--- src/rtl/mips_pkg.sv ---
// Shared definitions for the multicycle MIPS control path: opcodes, ALU op codes,
// datapath mux selects and the main-control state encoding.
package mips_pkg;

    localparam logic [5:0] OP_RTYPE = 6'b000000;
    localparam logic [5:0] OP_LW    = 6'b100011;
    localparam logic [5:0] OP_SW    = 6'b101011;
    localparam logic [5:0] OP_BEQ   = 6'b000100;
    localparam logic [5:0] OP_J     = 6'b000010;
    localparam logic [5:0] OP_ADDI  = 6'b001000;

    localparam logic [1:0] ALU_OP_ADD   = 2'b00;
    localparam logic [1:0] ALU_OP_SUB   = 2'b01;
    localparam logic [1:0] ALU_OP_FUNCT = 2'b10;

    localparam logic [1:0] SRC_B_REG       = 2'b00;
    localparam logic [1:0] SRC_B_FOUR      = 2'b01;
    localparam logic [1:0] SRC_B_IMM       = 2'b10;
    localparam logic [1:0] SRC_B_IMM_SHIFT = 2'b11;

    localparam logic [1:0] PC_SRC_ALU    = 2'b00;
    localparam logic [1:0] PC_SRC_ALUOUT = 2'b01;
    localparam logic [1:0] PC_SRC_JUMP   = 2'b10;

    typedef enum logic [3:0] {
        S_RESET     = 4'd0,
        S_FETCH     = 4'd1,
        S_DECODE    = 4'd2,
        S_MEM_ADDR  = 4'd3,
        S_MEM_READ  = 4'd4,
        S_MEM_WB    = 4'd5,
        S_MEM_WRITE = 4'd6,
        S_EXECUTE   = 4'd7,
        S_R_WB      = 4'd8,
        S_BRANCH    = 4'd9,
        S_JUMP      = 4'd10,
        S_ADDI_EXEC = 4'd11,
        S_ADDI_WB   = 4'd12
    } state_t;

endpackage

--- src/rtl/mips_multicycle_control.sv ---
// Multicycle MIPS main control FSM with req/ready memory stalls.
// Define ADDI_EN to add the addi instruction (ADDI_EXEC/ADDI_WB states).
module mips_multicycle_control
    import mips_pkg::*;
#(
    parameter int MEM_HANDSHAKE = 1
) (
    input  logic       clk,
    input  logic       rst_n,
    input  logic [5:0] opcode,
    input  logic       mem_ready,
    output logic       pc_write,
    output logic       pc_write_cond,
    output logic       i_or_d,
    output logic       mem_read,
    output logic       mem_write,
    output logic       ir_write,
    output logic       mem_to_reg,
    output logic       reg_dst,
    output logic       reg_write,
    output logic       alu_src_a,
    output logic [1:0] alu_src_b,
    output logic [1:0] alu_op,
    output logic [1:0] pc_source,
    output logic       illegal_op,
    output logic       instr_done,
    output logic [3:0] state_o
);

    state_t state;
    state_t next_state;
    logic   ready;

    // Without the handshake every memory access is treated as single-cycle.
    assign ready   = (MEM_HANDSHAKE != 0) ? mem_ready : 1'b1;
    assign state_o = state;

    always_ff @(posedge clk or negedge rst_n) begin
        if (!rst_n) begin
            state <= S_RESET;
        end else begin
            state <= next_state;
        end
    end

    always_comb begin
        next_state = S_FETCH;
        case (state)
            S_RESET:     next_state = S_FETCH;
            S_FETCH:     next_state = ready ? S_DECODE : S_FETCH;
            S_DECODE: begin
                case (opcode)
                    OP_RTYPE:     next_state = S_EXECUTE;
                    OP_LW, OP_SW: next_state = S_MEM_ADDR;
                    OP_BEQ:       next_state = S_BRANCH;
                    OP_J:         next_state = S_JUMP;
`ifdef ADDI_EN
                    OP_ADDI:      next_state = S_ADDI_EXEC;
`endif
                    default:      next_state = S_FETCH;
                endcase
            end
            S_MEM_ADDR: begin
                if (opcode == OP_LW) begin
                    next_state = S_MEM_READ;
                end else if (opcode == OP_SW) begin
                    next_state = S_MEM_WRITE;
                end else begin
                    next_state = S_FETCH;
                end
            end
            S_MEM_READ:  next_state = ready ? S_MEM_WB : S_MEM_READ;
            S_MEM_WB:    next_state = S_FETCH;
            S_MEM_WRITE: next_state = ready ? S_FETCH : S_MEM_WRITE;
            S_EXECUTE:   next_state = S_R_WB;
            S_R_WB:      next_state = S_FETCH;
            S_BRANCH:    next_state = S_FETCH;
            S_JUMP:      next_state = S_FETCH;
`ifdef ADDI_EN
            S_ADDI_EXEC: next_state = S_ADDI_WB;
            S_ADDI_WB:   next_state = S_FETCH;
`endif
            default:     next_state = S_FETCH;
        endcase
    end

    // Outputs follow the state register, so an async reset clears them at once;
    // only the fetch loads and the store/decode pulses look at live inputs.
    always_comb begin
        pc_write      = 1'b0;
        pc_write_cond = 1'b0;
        i_or_d        = 1'b0;
        mem_read      = 1'b0;
        mem_write     = 1'b0;
        ir_write      = 1'b0;
        mem_to_reg    = 1'b0;
        reg_dst       = 1'b0;
        reg_write     = 1'b0;
        alu_src_a     = 1'b0;
        alu_src_b     = SRC_B_REG;
        alu_op        = ALU_OP_ADD;
        pc_source     = PC_SRC_ALU;
        illegal_op    = 1'b0;
        instr_done    = 1'b0;
        case (state)
            S_FETCH: begin
                mem_read  = 1'b1;
                alu_src_b = SRC_B_FOUR;
                ir_write  = ready;
                pc_write  = ready;
            end
            S_DECODE: begin
                alu_src_b = SRC_B_IMM_SHIFT;
                case (opcode)
                    OP_RTYPE, OP_LW, OP_SW, OP_BEQ, OP_J: illegal_op = 1'b0;
`ifdef ADDI_EN
                    OP_ADDI: illegal_op = 1'b0;
`endif
                    default: illegal_op = 1'b1;
                endcase
            end
            S_MEM_ADDR: begin
                alu_src_a = 1'b1;
                alu_src_b = SRC_B_IMM;
            end
            S_MEM_READ: begin
                mem_read = 1'b1;
                i_or_d   = 1'b1;
            end
            S_MEM_WB: begin
                reg_write  = 1'b1;
                mem_to_reg = 1'b1;
                instr_done = 1'b1;
            end
            S_MEM_WRITE: begin
                mem_write  = 1'b1;
                i_or_d     = 1'b1;
                instr_done = ready;
            end
            S_EXECUTE: begin
                alu_src_a = 1'b1;
                alu_op    = ALU_OP_FUNCT;
            end
            S_R_WB: begin
                reg_write  = 1'b1;
                reg_dst    = 1'b1;
                instr_done = 1'b1;
            end
            S_BRANCH: begin
                alu_src_a     = 1'b1;
                alu_op        = ALU_OP_SUB;
                pc_write_cond = 1'b1;
                pc_source     = PC_SRC_ALUOUT;
                instr_done    = 1'b1;
            end
            S_JUMP: begin
                pc_write   = 1'b1;
                pc_source  = PC_SRC_JUMP;
                instr_done = 1'b1;
            end
`ifdef ADDI_EN
            S_ADDI_EXEC: begin
                alu_src_a = 1'b1;
                alu_src_b = SRC_B_IMM;
            end
            S_ADDI_WB: begin
                reg_write  = 1'b1;
                instr_done = 1'b1;
            end
`endif
            default: begin
                pc_write = 1'b0;
            end
        endcase
    end

endmodule

--- config.mk ---
export PLATFORM = sky130hd
export DESIGN_NAME = mips_multicycle_control
export DESIGN_NICKNAME = d
export VERILOG_FILES = /design/src/rtl/mips_pkg.sv /design/src/rtl/mips_multicycle_control.sv
export SDC_FILE = /design/constraint.sdc
export NUM_CORES = 1
export LEC_CHECK = 0
export ABC_CLOCK_PERIOD_IN_PS = 1900
export CAP_MARGIN = 5
export CORE_UTILIZATION = 37
export DETAILED_ROUTE_END_ITERATION = 10
export GPL_TIMING_DRIVEN = 0
export HOLD_SLACK_MARGIN = 0.02
export PLACE_DENSITY = 0.78
export SLEW_MARGIN = 20
export SYNTH_ARGS = -nofsm -noshare
export SYNTH_HDL_FRONTEND = slang
export SYNTH_SLANG_ARGS = --single-unit
--- constraint.sdc ---
create_clock -name clk -period 1.9 [get_ports clk]
set_clock_uncertainty 0.1 [all_clocks]
set_input_delay 0.38 -clock clk [delete_from_list [all_inputs] [get_ports clk]]
set_output_delay 0.38 -clock clk [all_outputs]
set_load 0.01 [all_outputs]
# Yosys cells after proc, flatten, opt, wreduce, memory -nomap -nowiden

Index checks and enable logic that the tools add are counted.

Register bits after elaboration: 4
Output and inout bits: 22
Word-level logic and storage cells: 46

Eq/ne operators: 14
Multiplexer cells: 23
Reductions and logical operators: 8

Operator list:

| cell                 | count |
|---|---|
| $pmux W4 S6          | 1 |
| $eq A4 B3 Y1 const B | 4 |
| $pmux W4 S4          | 1 |
| $eq A4 B4 Y1 const B | 3 |
| $eq A6 B6 Y1 const B | 2 |
| $mux W1              | 12 |
| $mux W3              | 3 |
| $eq A4 B2 Y1 const B | 2 |
| $pmux W2 S2          | 2 |
| $reduce_or A2 Y1     | 4 |
| $eq A6 B2 Y1 const B | 1 |
| $eq A6 B3 Y1 const B | 1 |
| $logic_not A6 Y1     | 1 |
| $pmux W2 S3          | 1 |
| $reduce_or A5 Y1     | 1 |
| $eq A4 B1 Y1 const B | 1 |
| $pmux W1 S2          | 2 |
| $reduce_or A4 Y1     | 1 |
| $reduce_or A3 Y1     | 1 |
| $mux W2              | 1 |

# Longest topological paths before layout

Gate-level depths: netlist of the first run.

Depth in word-level cells: 4
Gate-level depth with buffers: 5
Mapped depth without buffers: 3

# Least setup slack after synthesis of the first run

Ideal clock, no wire load.

Path kind: flip-flop to output port
Start point: reg state[0] (netlist: state_o[0])
End point: out pc_source[0]
Arrival: 1.250 ns
Data required time: 1.420 ns
Setup slack: 0.170 ns
Stages on the path, launching flop included: 6
Path buffers: 3
Cells stage by stage: dfrtp_1 -> buf_2 -> buf_2 -> nand2_1 -> nor2_1 -> buf_4

Longest elaborated chain between the ends: 2
Elaborated cells between the ends (all ways): 3
Those cells by class: eq/ne: 2; mux: 1

Ends and longest elaborated chain:

| what                   | RTL line                       | RTL |
|---|---|---|
| from (decl)            | mips_multicycle_control.sv:30  | `state_t state;` |
| from (signal assigned) | mips_multicycle_control.sv:42  | `state <= next_state;` |
| $eq A4 B4 Y1           | mips_multicycle_control.sv:105 | `case (state)` |
| $pmux W2 S2 (*)        | mips_multicycle_control.sv:105 |  |
| to (decl)              | mips_multicycle_control.sv:24  | `output logic [1:0] pc_source,` |

Mark *: on every way between the ends. The rest lies on a longest branch, timed or not.

# Worst setup path after layout of the first run

Start point: reg state[0] (netlist: state_o[0])
End point: out illegal_op

Longest elaborated chain between the ends: 2

Ends and longest elaborated chain:

| what         | RTL line                       | RTL |
|---|---|---|
| $eq A4 B2 Y1 | mips_multicycle_control.sv:105 |  |
| $mux W1      | mips_multicycle_control.sv:105 |  |
| to (decl)    | mips_multicycle_control.sv:25  | `output logic illegal_op,` |

No other way between the ends.

==> results of run 1 <==
[layer usage]
metal | routed length, µm | vias to the layer above | GRT usage [%] | share of wire [%]
met5 | 0 | - | 0 | 0
met4 | 32 | 0 | 10.0 | 1.6
met3 | 83 | 2 | 3.33 | 4.1
met2 | 1060 | 30 | 39.7 | 52
met1 | 869 | 360 | 31.6 | 42
li1 | - | 356 | - | -
[worst register-to-register path, cell delays in order (launching register included)]
cell and delay [ns]:
dfrtp_1 0.39, buf_6 0.14, buf_6 0.11, nor4b_4 0.33
buf_4 0.19, o211ai_1 0.11, o221ai_1 0.14
[synthesized netlist by cell type (2+ instances only)]
cell type and number:
inv_1 2, xnor2_1 2, buf_4 3, nor2_1 8
and3_1 4, nand3_1 2, buf_2 2, a21oi_1 2
nor3_1 4, dfrtp_1 4, nand2_1 6, nand3b_1 2
nand4b_1 2, nand2b_1 2, nor2b_1 3
[final timing paths]
check	endpoint	slack, ns
min in group clk	state_o[2]	0.59
setup / recovery	illegal_op	-0.12
hold / removal	state_o[1]	0.25
setup reg to reg	state_o[1]	0.27
max in group asynchronous	state_o[3]	1.26
hold reg to reg	state_o[2]	0.72
[through the flow]
stage	instances	area [µm²]
finish	135	1080
global route	135	1080
CTS	128	996
detailed placement	114	865
global placement	114	865
floorplan	69	546
[report_power, final]
group / internal, µW / switching, µW
Sequential: 104 / 21.4
Clock: 70.7 / 34.7
Combinational: 379 / 334
[cell type report]
type	instances	area, µm²	area share, %
clock buffers	3	22.5	2.09
plain buffers	5	52.6	4.87
multi-input cells	57	468	43.4
repair buffers	49	404	37.5
flip-flops and latches	4	103	9.51
inverters	2	10.0	0.928
well taps	15	18.8	1.74
[cells by family after synthesis]
family,after synthesis,share of synthesized area [%]
DFF,4,18.3
buffers and inverters,8,9.40
xor gates and xnor gates,2,3.21
and+or+nand+nor,41,47.7
AOI/OAI and AO/OA,14,21.3
[repair_timing]
action | in CTS | in global routing
setup endpoints to repair | 18 | 13
buffers inserted | 11 | 8
hold buffers | 0 | 0
pin swaps | 3 | 6
resized for setup | 45 | 43
==> run_results.csv, run 1 <==
group,metric,value,unit
clocking,path_clk_slew,0.04,ns
power_and_ir_drop,total_leakage_power,0.000547,µW
routing,viasPerCell,5.54,
sta,slew_violations,0,
floorplan,io-pin-count,31,
synth,ys_seq_elements,4,
sta,tightest_slew,0.293,ns
critical_path,crit_family,"simple AND/OR/NAND/NOR gates",
place,hpwlAfterDp,1.08,mm
global_route,grt_pass1_vias,587,
global_route,grt_pass1_wl,2.63,mm
synth,synth_ff_type,"dfrtp_1",
sta,finalSetupTns,-0.169,ns
floorplan,dieArea,1630,µm²
floorplan,die_h,40.4,µm
sta,grt_setup_unrepaired,"yes",
clocking,clock_latency,0.23,ns
synth,ys_async_sr_fraction,100,%
critical_path,crit_path_start_kind,"flop",
final_layout,mostFrequentLayoutCells,"buf_4 (15), buf_6 (8), clkdlybuf4s50_1 (8)",
critical_path,crit_type,"reg -> out",
power_and_ir_drop,power,944,µW
routing,ant_nets,0,
status,outcome,"complete, but fails checks",
critical_path,reg2reg_depth,6,
place,gp_congestion,0.849,
routing,post_drt_wl_per_cell,15.1,µm
critical_path,endpoint_kind,"output port",
final_layout,syn_to_final_growth,97.7,%
clocking,cts_tree,"done",
final_layout,antennaDiodeCount,0,
final_layout,fin_nets,131,
routing,drt_iter0_drc,22,
floorplan,chipWidth,40.4,µm
routing,vias,748,
place,io_buffers,30,
critical_path,startpoint,"state_o[0]",
critical_path,crit_top_cell,"buf_6",
power_and_ir_drop,peakVddDrop,0.594,mV
critical_path,cpPeakStageDelay,0.39,ns
clocking,clock-sinks,4,
sta,fmax,496,MHz
status,violations,"negative setup slack",
routing,drc,0,
clocking,clock_path_buffers,2,
final_layout,drive_gt1_share,50.8,%
flow_run,drv_cap,0,
power_and_ir_drop,p_per_area,875,nW/µm²
clocking,htreeDepth,1,
global_route,overflow,0,
final_layout,nFillCells,88,
synth,syn-cell-area,546,µm²
routing,drt-total-wl,2.05,mm
final_layout,largest_reg_flops,4,
critical_path,cp_num_buf_inv,3,
critical_path,cp_max_fo,6,
worst_hold_path,timing.hold.worst.class,"in -> async",
critical_path,critPathRequiredTime,1.42,ns
synth,synth_top_cell_area_share,18.3,%
synth,synthCells,69,
synth,syn_area_per_cell,7.91,µm²
sta,setup_ws,-0.115,ns
global_route,antenna_found_initial,0,
final_layout,fin_util,80.9,%
floorplan,start_util,40.9,%
synth,ys_seq_area_share,18.3,%
synth,synth_edf_count,0,
sta,hold_viol_final,0,
sta,finalSetupViolCount,3,
critical_path,cp_slowest_cell,"dfrtp_1",
global_route,track_usage,24.3,%
floorplan,core-area,1330,µm²
critical_path,reg2reg_from,"state_o[0]",
floorplan,fp-row-count,13,
sta,period_needed,2.02,ns
final_layout,layout_commonest_cell,"buf_4",
sta,relSlewSlack,80.4,%
synth,synth_fp_nets,78,
synth,synth.distinct_cells,36,
critical_path,crit_chain,"buf_6, buf_6, nor4b_4, and3_1, buf_2",
synth,synth_top_cells_by_area,"dfrtp_1 (18%), nor2_1 (5.5%), and3_1 (4.6%), nor4b_4 (4.4%), buf_4 (4.1%)",
sta,whs,0.251,ns
critical_path,crit_cells,5,
routing,drtPass1Iterations,4,
clocking,cts_made_buffers,3,
sta,fin_crit_sh,106,%
clocking,cts-root-buf,"clkbuf_4",
critical_path,arrival,1.54,ns
synth,yosys.area.top_type,"dfrtp_1",
global_route,grt_max_degree,11,
synth,yosys_warnings,0,
place,pre_cts_slack,-0.468,ns
Power figures use the tool's default switching activity.
==> run 2: changes to the inputs <==
--- a/config.mk
+++ b/config.mk
@@ -9,9 +9,11 @@
 export CAP_MARGIN = 5
 export CORE_UTILIZATION = 37
 export DETAILED_ROUTE_END_ITERATION = 10
+export GPL_ROUTABILITY_DRIVEN = 1
 export GPL_TIMING_DRIVEN = 0
 export HOLD_SLACK_MARGIN = 0.02
 export PLACE_DENSITY = 0.78
+export REMOVE_ABC_BUFFERS = 1
 export SLEW_MARGIN = 20
 export SYNTH_ARGS = -nofsm -noshare
 export SYNTH_HDL_FRONTEND = slang
==> run 2 against run 1 <==
  * The run now ends clean
  * Routed wire length increased by 4.0%
  * Sequential cell count unchanged
  * Maximum frequency increased by 6.3%
  * Clock power increased by 5%
  * Via count increased by 3.9%
  * Combinational power decreased by 18%
  * Largest power group unchanged
==> run_results.csv, run 2 (same netlist as run 1, synthesis figures left out) <==
group,metric,value,unit
routing,ant_nets,0,
place,placed_cell_area,821,µm²
final_layout,layout_commonest_cell,"buf_4",
routing,viasPerCell,5.84,
critical_path,crit_chain,"buf_6, nor4b_4, and3_1, buf_2",
critical_path,arrival,1.41,ns
floorplan,die_h,40.4,µm
final_layout,instances_no_fill,133,
floorplan,start_util,40.9,%
final_layout,antennaDiodeCount,0,
clocking,cts-root-buf,"clkbuf_4",
power_and_ir_drop,p_per_area,820,nW/µm²
floorplan,io-pin-count,31,
sta,hold_viol_final,0,
sta,slew_violations,0,
clocking,htreeDepth,1,
clocking,clock_path_buffers,2,
final_layout,drive_gt1_share,43.2,%
final_layout,fin_nets,129,
sta,finalSetupViolCount,0,
final_layout,mostFrequentLayoutCells,"buf_4 (17), dlygate4sd2_1 (13), nor2_1 (8)",
place,io_buffers,30,
clocking,clock-sinks,4,
power_and_ir_drop,peakVddDrop,0.428,mV
global_route,grt_max_degree,10,
global_route,track_usage,26.6,%
global_route,antenna_found_initial,0,
critical_path,crit_path_start_kind,"flop",
routing,drt_iter0_drc,21,
place,gp_congestion,0.767,
routing,drt-total-wl,2.13,mm
clocking,cts_tree,"done",
flow_run,drv_cap,0,
status,outcome,"finished clean",
routing,post_drt_wl_per_cell,16.0,µm
sta,grt_setup_unrepaired,"yes",
final_layout,fin_area,1020,µm²
global_route,overflow,0,
sta,tightest_slew,0.287,ns
place,placedCellCount,108,
critical_path,cpPeakStageDelay,0.44,ns
final_layout,syn_to_final_growth,87.2,%
critical_path,endpoint_kind,"output port",
floorplan,dieArea,1630,µm²
sta,period_needed,1.89,ns
power_and_ir_drop,total_leakage_power,0.000507,µW
global_route,grt_pass1_wl,2.85,mm
floorplan,fp-row-count,13,
critical_path,crit_type,"reg -> out",
sta,fin_crit_sh,99.7,%
floorplan,chipWidth,40.4,µm
clocking,clock_latency,0.24,ns
place,hpwlAfterDp,1.14,mm
clocking,cts_made_buffers,3,
sta,relSlewSlack,80.8,%
final_layout,largest_reg_flops,4,
worst_hold_path,timing.hold.worst.class,"in -> async",
final_layout,nFillCells,95,
routing,drtPass1Iterations,4,
sta,setup_ws,0.00510,ns
critical_path,critPathRequiredTime,1.42,ns
critical_path,reg2reg_depth,5,
sta,fmax,528,MHz
critical_path,cp_slowest_cell,"dfrtp_2",
routing,vias,777,
place,pre_cts_slack,-0.542,ns
clocking,path_clk_slew,0.04,ns
critical_path,cp_max_fo,6,
floorplan,core-area,1330,µm²
routing,drc,0,
global_route,grt_pass1_vias,665,
[run 2: layout make-up]
class	instances	area, µm²	share of cell area [%]
clock buffers	3	22.5	2.21
inverters	2	7.51	0.735
multi-input cells	57	437	42.8
flip-flops and latches	4	105	10.3
well taps	15	18.8	1.84
repair buffers	52	430	42.2
[run 2: worst paths after layout]
check / slack, ns / from / endpoint
worst max-delay path: 0.005 / state_o[0] / illegal_op
worst min-delay path: 0.25 / rst_n / state_o[1]
worst max register to register: 0.36 / state_o[0] / state_o[0]
worst min register to register: 0.58 / state_o[3] / state_o[1]
max in group asynchronous: 1.26 / rst_n / state_o[2]
min in group clk: 0.56 / opcode[3] / state_o[1]
[run 2: worst max-delay path: cells and delay by family (launching register included)]
family | cells | cell delay [ns]
and+or+nand+nor | 2 | 0.47
DFF | 1 | 0.44
buffers and inverters | 2 | 0.26
[run 2: per-stage QoR]
stage / total power (µW) / hold slack, ns / setup TNS [ns] / util [%]
floorplan: 382 / -0.0156 / 0 / -
global placement: 599 / 0.490 / -4.53 / 61.5
detailed placement: 609 / 0.498 / -4.95 / 61.5
CTS: 762 / 0.255 / -0.00131 / 74.0
global route: 903 / 0.254 / -0.159 / 76.5
finish: 837 / 0.248 / 0 / 76.5
[run 2: power breakdown]
| part | switching, µW | internal, µW | leakage (µW) |
|---|---|---|---|
| logic | 280 | 303 | 0.000447 |
| clock network | 39.1 | 70.9 | 0.0000138 |
| registers | 36.2 | 108 | 0.0000463 |
| total | 355 | 482 | 0.000507 |
[run 2: what timing repair did]
| item | in CTS | in global routing |
|---|---|---|
| setup endpoints to repair | 22 | 13 |
| setup buffers | 18 | 4 |
| hold buffers | 0 | 0 |
| gates cloned | 0 | 0 |
| gates resized for setup | 51 | 21 |
| pin swaps | 5 | 3 |
[run 2: layer usage]
metal,global-route usage [%],share of wire [%],routed length (µm),up-vias
met1,29.2,40,853,385
met4,14.2,2.3,49,0
li1,-,-,-,352
met5,0,0,0,-
met2,47.2,53,1130,34
met3,5.00,4.5,95,6
